<file path="src/rtl/fcmp_pipe.sv">
`default_nettype none
// +--------------------------------------------------------------------+
// | Module   : fcmp_pipe                                               |
// | Desc     : Pipelined floating-point comparator (EQ / LT / LE) with |
// |            valid/ready handshake on both sides. STAGES selects a   |
// |            1-cycle or 2-cycle pipeline.                            |
// | Options  : define FCMP_NAN_EN to decode NaNs and drive nv; left    |
// |            undefined, NaN patterns order as plain magnitudes.      |
// | Revision : 1.0 - initial release                                   |
// +--------------------------------------------------------------------+
module fcmp_pipe #(
   parameter int EXP_W  = 8,
   parameter int MAN_W  = 23,
   parameter int STAGES = 2,
   parameter int W      = EXP_W + MAN_W + 1
) (
   input  logic         clk,
   input  logic         rstn,
   input  logic         in_valid,
   output logic         in_ready,
   input  logic [1:0]   op,
   input  logic [W-1:0] x1,
   input  logic [W-1:0] x2,
   output logic         out_valid,
   input  logic         out_ready,
   output logic         result,
   output logic         nv
);

   localparam logic [1:0] C_OP_EQ = 2'b00;
   localparam logic [1:0] C_OP_LT = 2'b01;
   localparam logic [1:0] C_OP_LE = 2'b10;
   localparam int         C_MAG_W = EXP_W + MAN_W + 1;

   // Field decode. Magnitude key = {effective exponent, effective mantissa};
   // subnormals get exponent 1 and hidden bit 0 so they rank below normals.
   logic [EXP_W-1:0]   w_e1, w_e2;
   logic [MAN_W-1:0]   w_m1, w_m2;
   logic [C_MAG_W-1:0] w_mag1, w_mag2;
   logic               w_z1, w_z2, w_beq, w_mag_lt, w_mag_eq;
   logic               w_nan, w_snan;

   assign w_e1     = x1[W-2:MAN_W];
   assign w_e2     = x2[W-2:MAN_W];
   assign w_m1     = x1[MAN_W-1:0];
   assign w_m2     = x2[MAN_W-1:0];
   assign w_mag1   = {(w_e1 == '0) ? EXP_W'(1) : w_e1, |w_e1, w_m1};
   assign w_mag2   = {(w_e2 == '0) ? EXP_W'(1) : w_e2, |w_e2, w_m2};
   assign w_mag_lt = (w_mag1 < w_mag2);
   assign w_mag_eq = (w_mag1 == w_mag2);
   assign w_z1     = (x1[W-2:0] == '0);
   assign w_z2     = (x2[W-2:0] == '0);
   assign w_beq    = (x1 == x2);

`ifdef FCMP_NAN_EN
   logic w_nan1, w_nan2;
   assign w_nan1 = (&w_e1) & (|w_m1);
   assign w_nan2 = (&w_e2) & (|w_m2);
   assign w_nan  = w_nan1 | w_nan2;
   // Signalling NaN: mantissa MSB clear
   assign w_snan = (w_nan1 & ~w_m1[MAN_W-1]) | (w_nan2 & ~w_m2[MAN_W-1]);
`else
   assign w_nan  = 1'b0;
   assign w_snan = 1'b0;
`endif

   // Combine decoded flags into {result, nv}
   function automatic logic [1:0] f_combine(
      input logic [1:0] f_op,
      input logic       s1, s2, z1, z2, beq, mlt, meq, nan, snan
   );
      logic lt, eq, r, v;
      eq = beq | (z1 & z2);
      if (z1 & z2)       lt = 1'b0;
      else if (s1 != s2) lt = s1;
      else if (!s1)      lt = mlt;
      else               lt = !mlt && !meq;
      case (f_op)
         C_OP_EQ: begin r = eq;      v = snan; end
         C_OP_LT: begin r = lt;      v = nan;  end
         C_OP_LE: begin r = lt | eq; v = nan;  end
         default: begin r = 1'b0;    v = 1'b0; end
      endcase
      if (nan) r = 1'b0;
      return {r, v};
   endfunction

   logic out_valid_q, result_q, nv_q;

   assign out_valid = out_valid_q;
   assign result    = result_q;
   assign nv        = nv_q;

   generate
      if ((STAGES != 1 && STAGES != 2) || (W != EXP_W + MAN_W + 1)) begin : g_bad_cfg
         $error("fcmp_pipe: STAGES must be 1 or 2 and W must equal EXP_W+MAN_W+1");
      end

      if (STAGES == 1) begin : g_one_stage
         logic [1:0] w_cmp_d;
         assign w_cmp_d  = f_combine(op, x1[W-1], x2[W-1], w_z1, w_z2, w_beq,
                                     w_mag_lt, w_mag_eq, w_nan, w_snan);
         assign in_ready = !out_valid_q || out_ready;

         // Output register: refill whenever the slot is empty or draining
         always_ff @(posedge clk or negedge rstn) begin
            if (!rstn) begin
               out_valid_q <= 1'b0;
               result_q    <= 1'b0;
               nv_q        <= 1'b0;
            end else if (in_ready) begin
               out_valid_q <= in_valid;
               if (in_valid) begin
                  result_q <= w_cmp_d[1];
                  nv_q     <= w_cmp_d[0];
               end
            end
         end
      end else begin : g_two_stage
         logic       s1_valid_q;
         logic [1:0] s1_op_q;
         logic       s1_sign1_q, s1_sign2_q, s1_zero1_q, s1_zero2_q;
         logic       s1_beq_q, s1_mag_lt_q, s1_mag_eq_q, s1_nan_q, s1_snan_q;
         logic       w_adv1;
         logic [1:0] w_cmp_d;

         assign w_adv1   = !out_valid_q || out_ready;
         assign in_ready = !s1_valid_q || w_adv1;
         assign w_cmp_d  = f_combine(s1_op_q, s1_sign1_q, s1_sign2_q, s1_zero1_q,
                                     s1_zero2_q, s1_beq_q, s1_mag_lt_q,
                                     s1_mag_eq_q, s1_nan_q, s1_snan_q);

         // Stage 1: capture decoded flags when the stage can move
         always_ff @(posedge clk or negedge rstn) begin
            if (!rstn) begin
               s1_valid_q  <= 1'b0;
               s1_op_q     <= 2'b00;
               s1_sign1_q  <= 1'b0;
               s1_sign2_q  <= 1'b0;
               s1_zero1_q  <= 1'b0;
               s1_zero2_q  <= 1'b0;
               s1_beq_q    <= 1'b0;
               s1_mag_lt_q <= 1'b0;
               s1_mag_eq_q <= 1'b0;
               s1_nan_q    <= 1'b0;
               s1_snan_q   <= 1'b0;
            end else if (in_ready) begin
               s1_valid_q <= in_valid;
               if (in_valid) begin
                  s1_op_q     <= op;
                  s1_sign1_q  <= x1[W-1];
                  s1_sign2_q  <= x2[W-1];
                  s1_zero1_q  <= w_z1;
                  s1_zero2_q  <= w_z2;
                  s1_beq_q    <= w_beq;
                  s1_mag_lt_q <= w_mag_lt;
                  s1_mag_eq_q <= w_mag_eq;
                  s1_nan_q    <= w_nan;
                  s1_snan_q   <= w_snan;
               end
            end
         end

         // Stage 2: combine flags into the registered result
         always_ff @(posedge clk or negedge rstn) begin
            if (!rstn) begin
               out_valid_q <= 1'b0;
               result_q    <= 1'b0;
               nv_q        <= 1'b0;
            end else if (w_adv1) begin
               out_valid_q <= s1_valid_q;
               if (s1_valid_q) begin
                  result_q <= w_cmp_d[1];
                  nv_q     <= w_cmp_d[0];
               end
            end
         end
      end
   endgenerate

endmodule
`default_nettype wire

</file>
<file path="config.mk">
export PLATFORM = sky130hd
export DESIGN_NAME = fcmp_pipe
export DESIGN_NICKNAME = d
export VERILOG_FILES = /design/src/rtl/fcmp_pipe.sv
export SDC_FILE = /design/constraint.sdc
export NUM_CORES = 1
export LEC_CHECK = 0
export CAP_MARGIN = 15
export CORE_AREA = 2 2 67 69
export DETAILED_ROUTE_END_ITERATION = 12
export DIE_AREA = 0 0 69 71
export PLACE_DENSITY_LB_ADDON = 0.3
export SYNTH_ARGS = -nofsm -noshare
export SYNTH_HDL_FRONTEND = slang
export SYNTH_SLANG_ARGS = --single-unit
export TNS_END_PERCENT = 1
</file>
<file path="constraint.sdc">
create_clock -name clk -period 1.5 [get_ports clk]
set_input_delay 0.3 -clock clk [delete_from_list [all_inputs] [get_ports clk]]
set_output_delay 0.3 -clock clk [all_outputs]
set_load 0.01 [all_outputs]
</file>
# Word level (Yosys, flattened, before mapping)
# Cells that the tools add are included.
[word_totals] output_inout_bits=4 input_bits=70 register_bits=12 elab_cells=42
[op_classes] bitwise_logic=3 eq_ne=5 muxes=6 magnitude_cmp=1 reduce_logical=16
[ops] cell="32-bit equality test" n=2
[ops] cell="31-bit zero test" n=2
[ops] cell="32-bit < comparator" n=1
[ops] cell="8-bit zero test" n=2
[ops] cell="8-bit 2-to-1 mux" n=2
[ops] cell="8-bit OR reduction" n=2
[ops] cell="1-bit zero test" n=4
[ops] cell="2-bit AND reduction" n=2
[ops] cell="1-bit 2-to-1 mux" n=3
[ops] cell="1-bit one-hot mux with 3 select lines" n=1
[ops] cell="2-bit by 1-bit equality test with 1-bit output, second input constant" n=1
[ops] cell="2-bit equality test, second input constant" n=1
[ops] cell="2-bit zero test" n=1
[ops] cell="1-bit logical OR" n=2
[ops] cell="1-bit OR" n=2
[ops] cell="1-bit AND" n=1
[ops] cell="1-bit logical AND" n=1
[ops] cell="1-bit != test" n=1

# Depth between registers and ports, before layout
[depth] depth_word=7 depth_mapped=10 ltp_nobuf=10

# Least setup slack after synthesis
# OpenSTA, ideal clock, no wires.
[synth_timing] path_kind="in2reg" start="input x2[23]" end="register g_two_stage.s1_mag_lt_q" setup_slack_ps=-577 stages=9 arrival_time_ps=2008 setup_time_ps=68 cell_sequence="or4_4 nor2_4 nor2_1 ha_1 and4_1 a21o_1 a211oi_1 nand4_1 nand3_1"
[synth_via] elab_chain_len=3 elab_cells_between_ends=4 cone_classes="order compare (1); mux (1); reduce/logical (2)"
[synth_lines] element="start, declared" line_no="23" rtl="input logic [W-1:0] x2,"
[synth_lines] element="8-bit zero test" line_no="48" rtl="assign w_mag2 = {(w_e2 == '0) ? EXP_W'(1) : w_e2, |w_e2, w_m2};"
[synth_lines] element="8-bit 2-to-1 mux" line_no="48"
[synth_lines] element="32-bit < comparator *" line_no="49" rtl="assign w_mag_lt = (w_mag1 < w_mag2);"
[synth_lines] element="end signal, assigned" line_no="156" rtl="s1_mag_lt_q <= w_mag_lt;"
[synth_lines] element="end, declared" line_no="123" rtl="logic s1_beq_q, s1_mag_lt_q, s1_mag_eq_q, s1_nan_q, s1_snan_q;"
# Every way passes the cells marked *; elsewhere a longest branch is shown, timed or not.
# A chain may end at the register's enable or synchronous reset.

# Worst setup path after layout
[layout_timing] start="input x2[24]" end="register g_two_stage.s1_mag_lt_q"
# Same word-level chain as after synthesis.

==> impl_results.md <==
- Result of the run: finished with violations
- Violations in the final reports: setup timing
- Share of flip-flops with an asynchronous set or reset: 100%
- GR Overflow Total: 0
- Ys Warns: 0
- Core area: 4200 µm²
- Diode count: 0
- Max-Cap Viols: 0
- Count of pins on the block boundary: 74
- Register bit total from synthesis: 12
- Avg Cell Area, Syn: 8.15 µm²
- Ranking of synthesized cells by instance count: ha_1, inv_1, nand2_1, nor4_1
- Worst endpoint required time: 1.68 ns
- # hold bufs at CTS: 0
- Least-Margin Pin Slew: 0.524 ns
- Max-slew headroom: 65.0%
- Vias per inst: 5.09
- Via count of the first global-routing pass: 1,962
- Antenna violations before repair: 0
- Leakage Power: 1.37 nW
- Clock tree from TritonCTS: built
- Worst supply voltage drop on vdd: 0.271 mV
- Hold slack: 0.404 ns
- Class of the worst hold path: input pin to asynchronous set/reset pin
- Pin count of the biggest net entering global routing: 13
- Total routing usage reported by global routing: 20.2%
- Initial Util: 38.6%
- Htree depth: 1
- Gate count of the mapped netlist: 199
- CP Cell Sequence: buf_6, or4_4, nor2_4, nor2_2, ha_2, and3_4, o311a_1, a211oi_2, nand4_1, nand3_1
- Hold violation count in the final report: 0
- Most used standard cell by instance count after synthesis: ha_1
- Final worst-path setup slack: -0.458 ns
- Total power per unit cell area: 486 nW/µm²
- Leading register cell type out of synthesis: dfrtp_1
- FMAX: 0.511 GHz
- First-pass GRT wire length: 8180 µm
- Critical Path Max Stage Delay: 0.53 ns
- Cell taking the most area after synthesis: ha_1
- Type of the worst setup path: input pin to register
- Die area: 4900 µm²
- Setup repair after global routing missed its margin: true
- Mean routed wirelength per cell: 12.9 µm
- Via count: 1,872
- Layout overhead on the synthesized area: 76.8%
- Total count of max-transition violations in the final report: 0
- # port buffers: 72
- Count of fill cells added during filler insertion: 361
- Horizontal die dimension: 69 µm
- Cell area after technology mapping: 1620 µm²
- Worst Path Max Fanout: 2
- Number of clock buffers inserted by TritonCTS: 3
- Sequential element share of the synthesized area: 18.5%
- DR iter-0 viols: 87
- Worst setup skew after layout: 0.000724 ns
- Post-Route Utilization: 68.2%
- Ratio of final minimum period to clock period: 131%
- Clock-pin slew on the worst setup and hold paths: 0.05 ns
- Sink count of the clock tree: 12
- Count of unique library cells instantiated by Yosys: 42
- Share of cells above drive strength 1: 27.5%
- Area post-placement: 2700 µm²
- Final Wtd Congestion: 0.820
- Min cycle time layout: 1.96 ns
- Die span in y: 71 µm
- Clock Latency Late Sink: 0.24 ns
- Fin nets: 419
- Final routed wirelength across all metal layers: 4760 µm
- Remaining DRCs: 0
- Setup crit start kind: input pin
- Pre-antenna DRT Iters: 4
- Top-area cell type share of the netlist area: 24.7%
- Area of all placed cells without fillers: 2870 µm²
- Post-Syn Nets: 301
- Detailed Place HPWL: 3950 µm
- Top area cells in the synthesized netlist: ha_1, dfrtp_1, inv_1, nor4_1, xor2_1
- CTS root buffer: clkbuf_8
- CP max-delay cell: or4_4
- Setup violation total in the final timing report: 4
- Number of buffers on the longest clock path: 2
- Number of enable flip-flop cells after synthesis: 0
- Type of destination of the critical path: register
- Antenna-violating nets left: 0
- Standard-cell rows: 24
- Signal arrival time at the worst endpoint: 2.14 ns
[kinds of logic (layout without fill, tap and decap cells)]
kind of cell	Yosys count	count (layout)	synth area share [%]
AOI/OAI and AO/OA	33	33	13.2
adders and majority gates	32	32	24.7
other	1	1	0.231
xor gates and xnor gates	10	10	5.40
DFF	12	12	18.5
and+or+nand+nor	68	68	25.8
buffers and inverters	39	156	9.34
muxes	4	4	2.78
[metal layers]
metal	track usage (%)	up-vias	routed length, µm
met5	0	-	0
met4	6.97	0	110
met3	2.99	12	217
met2	38.2	57	2440
met1	22.9	842	1990
li1	-	961	-
[through the flow]
step	worst slack [ns]	TNS [ns]	instances	total power, mW
global route	-0.552	-1.58	368	1.50
CTS	-0.486	-1.23	368	1.39
floorplan	-0.505	-0.725	199	0.640
detailed placement	-1.02	-3.94	358	1.03
finish	-0.458	-1.11	368	1.39
global placement	-0.966	-3.63	358	1.01
[power by group]
| group | total, mW | internal (mW) | switching [mW] |
|---|---|---|---|
| combinational | 0.660 | 0.391 | 0.270 |
| sequential | 0.381 | 0.358 | 0.0230 |
| clock | 0.353 | 0.232 | 0.121 |
[worst max-delay path, delay by kind of cell]
family / cells / cell delay (ns)
buffers and inverters: 1 / 0.09
AOI/OAI and AO/OA: 2 / 0.53
adders and majority gates: 1 / 0.15
and+or+nand+nor: 6 / 1.05
[layout by cell type, fill, tap and decap left out, types with 4 or more instances in the layout]
cell	instances
dfrtp_1	12
buf_6	4
nand4_1	10
a21oi_1	12
mux2_1	4
nor4_1	10
xor2_1	8
clkdlybuf4s50_1	55
nand2_1	13
ha_1	28
nand2b_1	4
inv_2	4
nor4_2	4
nand3_1	7
nor3_1	5
clkbuf_8	4
inv_1	26
buf_4	49
[final cells by class]
type	instances	area [µm²]	share of cell area, %
inverter	30	113	3.93
clock buffer	4	55.1	1.92
tap	52	65.1	2.27
timing repair buffer	122	1070	37.5
sequential	12	300	10.5
multi-input combinational	148	1260	44.0
[registers in the layout, summed over array words and instances (netlist names)]
| register | cells |
|---|---|
| g_two_stage.s1_sign2_q | 1 |
| g_two_stage.s1_op_q | 2 |
| g_two_stage.s1_beq_q | 1 |
| g_two_stage.s1_mag_eq_q | 1 |
| out_valid | 1 |
| g_two_stage.s1_sign1_q | 1 |
| g_two_stage.s1_zero1_q | 1 |
| result | 1 |
| g_two_stage.s1_mag_lt_q | 1 |
| g_two_stage.s1_zero2_q | 1 |
| g_two_stage.s1_valid_q | 1 |
[path summary, 6_finish.rpt]
| kind | start | endpoint | slack [ns] | cells after the start |
|---|---|---|---|---|
| setup / recovery | x2[24] | g_two_stage.s1_mag_lt_q$_DFFE_PN0P_ | -0.46 | 10 |
| setup reg to reg | g_two_stage.s1_valid_q$_DFFE_PN0N_ | g_two_stage.s1_mag_lt_q$_DFFE_PN0P_ | 0.16 | 6 |
| hold reg to reg | g_two_stage.s1_sign2_q$_DFFE_PN0P_ | g_two_stage.s1_sign2_q$_DFFE_PN0P_ | 0.49 | 1 |
| min in group clk | x1[23] | g_two_stage.s1_beq_q$_DFFE_PN0P_ | 0.42 | 4 |
| hold / removal | rstn | out_valid$_DFFE_PN0P_ | 0.40 | 1 |
| max in group asynchronous | rstn | g_two_stage.s1_mag_lt_q$_DFFE_PN0P_ | 0.75 | 1 |
[repair_timing]
item,in CTS,in global routing
gates resized for setup,46,20
pin swaps,16,12
endpoints found under the setup margin,6,8
gates cloned,0,0
buffers inserted,6,1
Note: power is estimated with default switching activity, not from simulation.
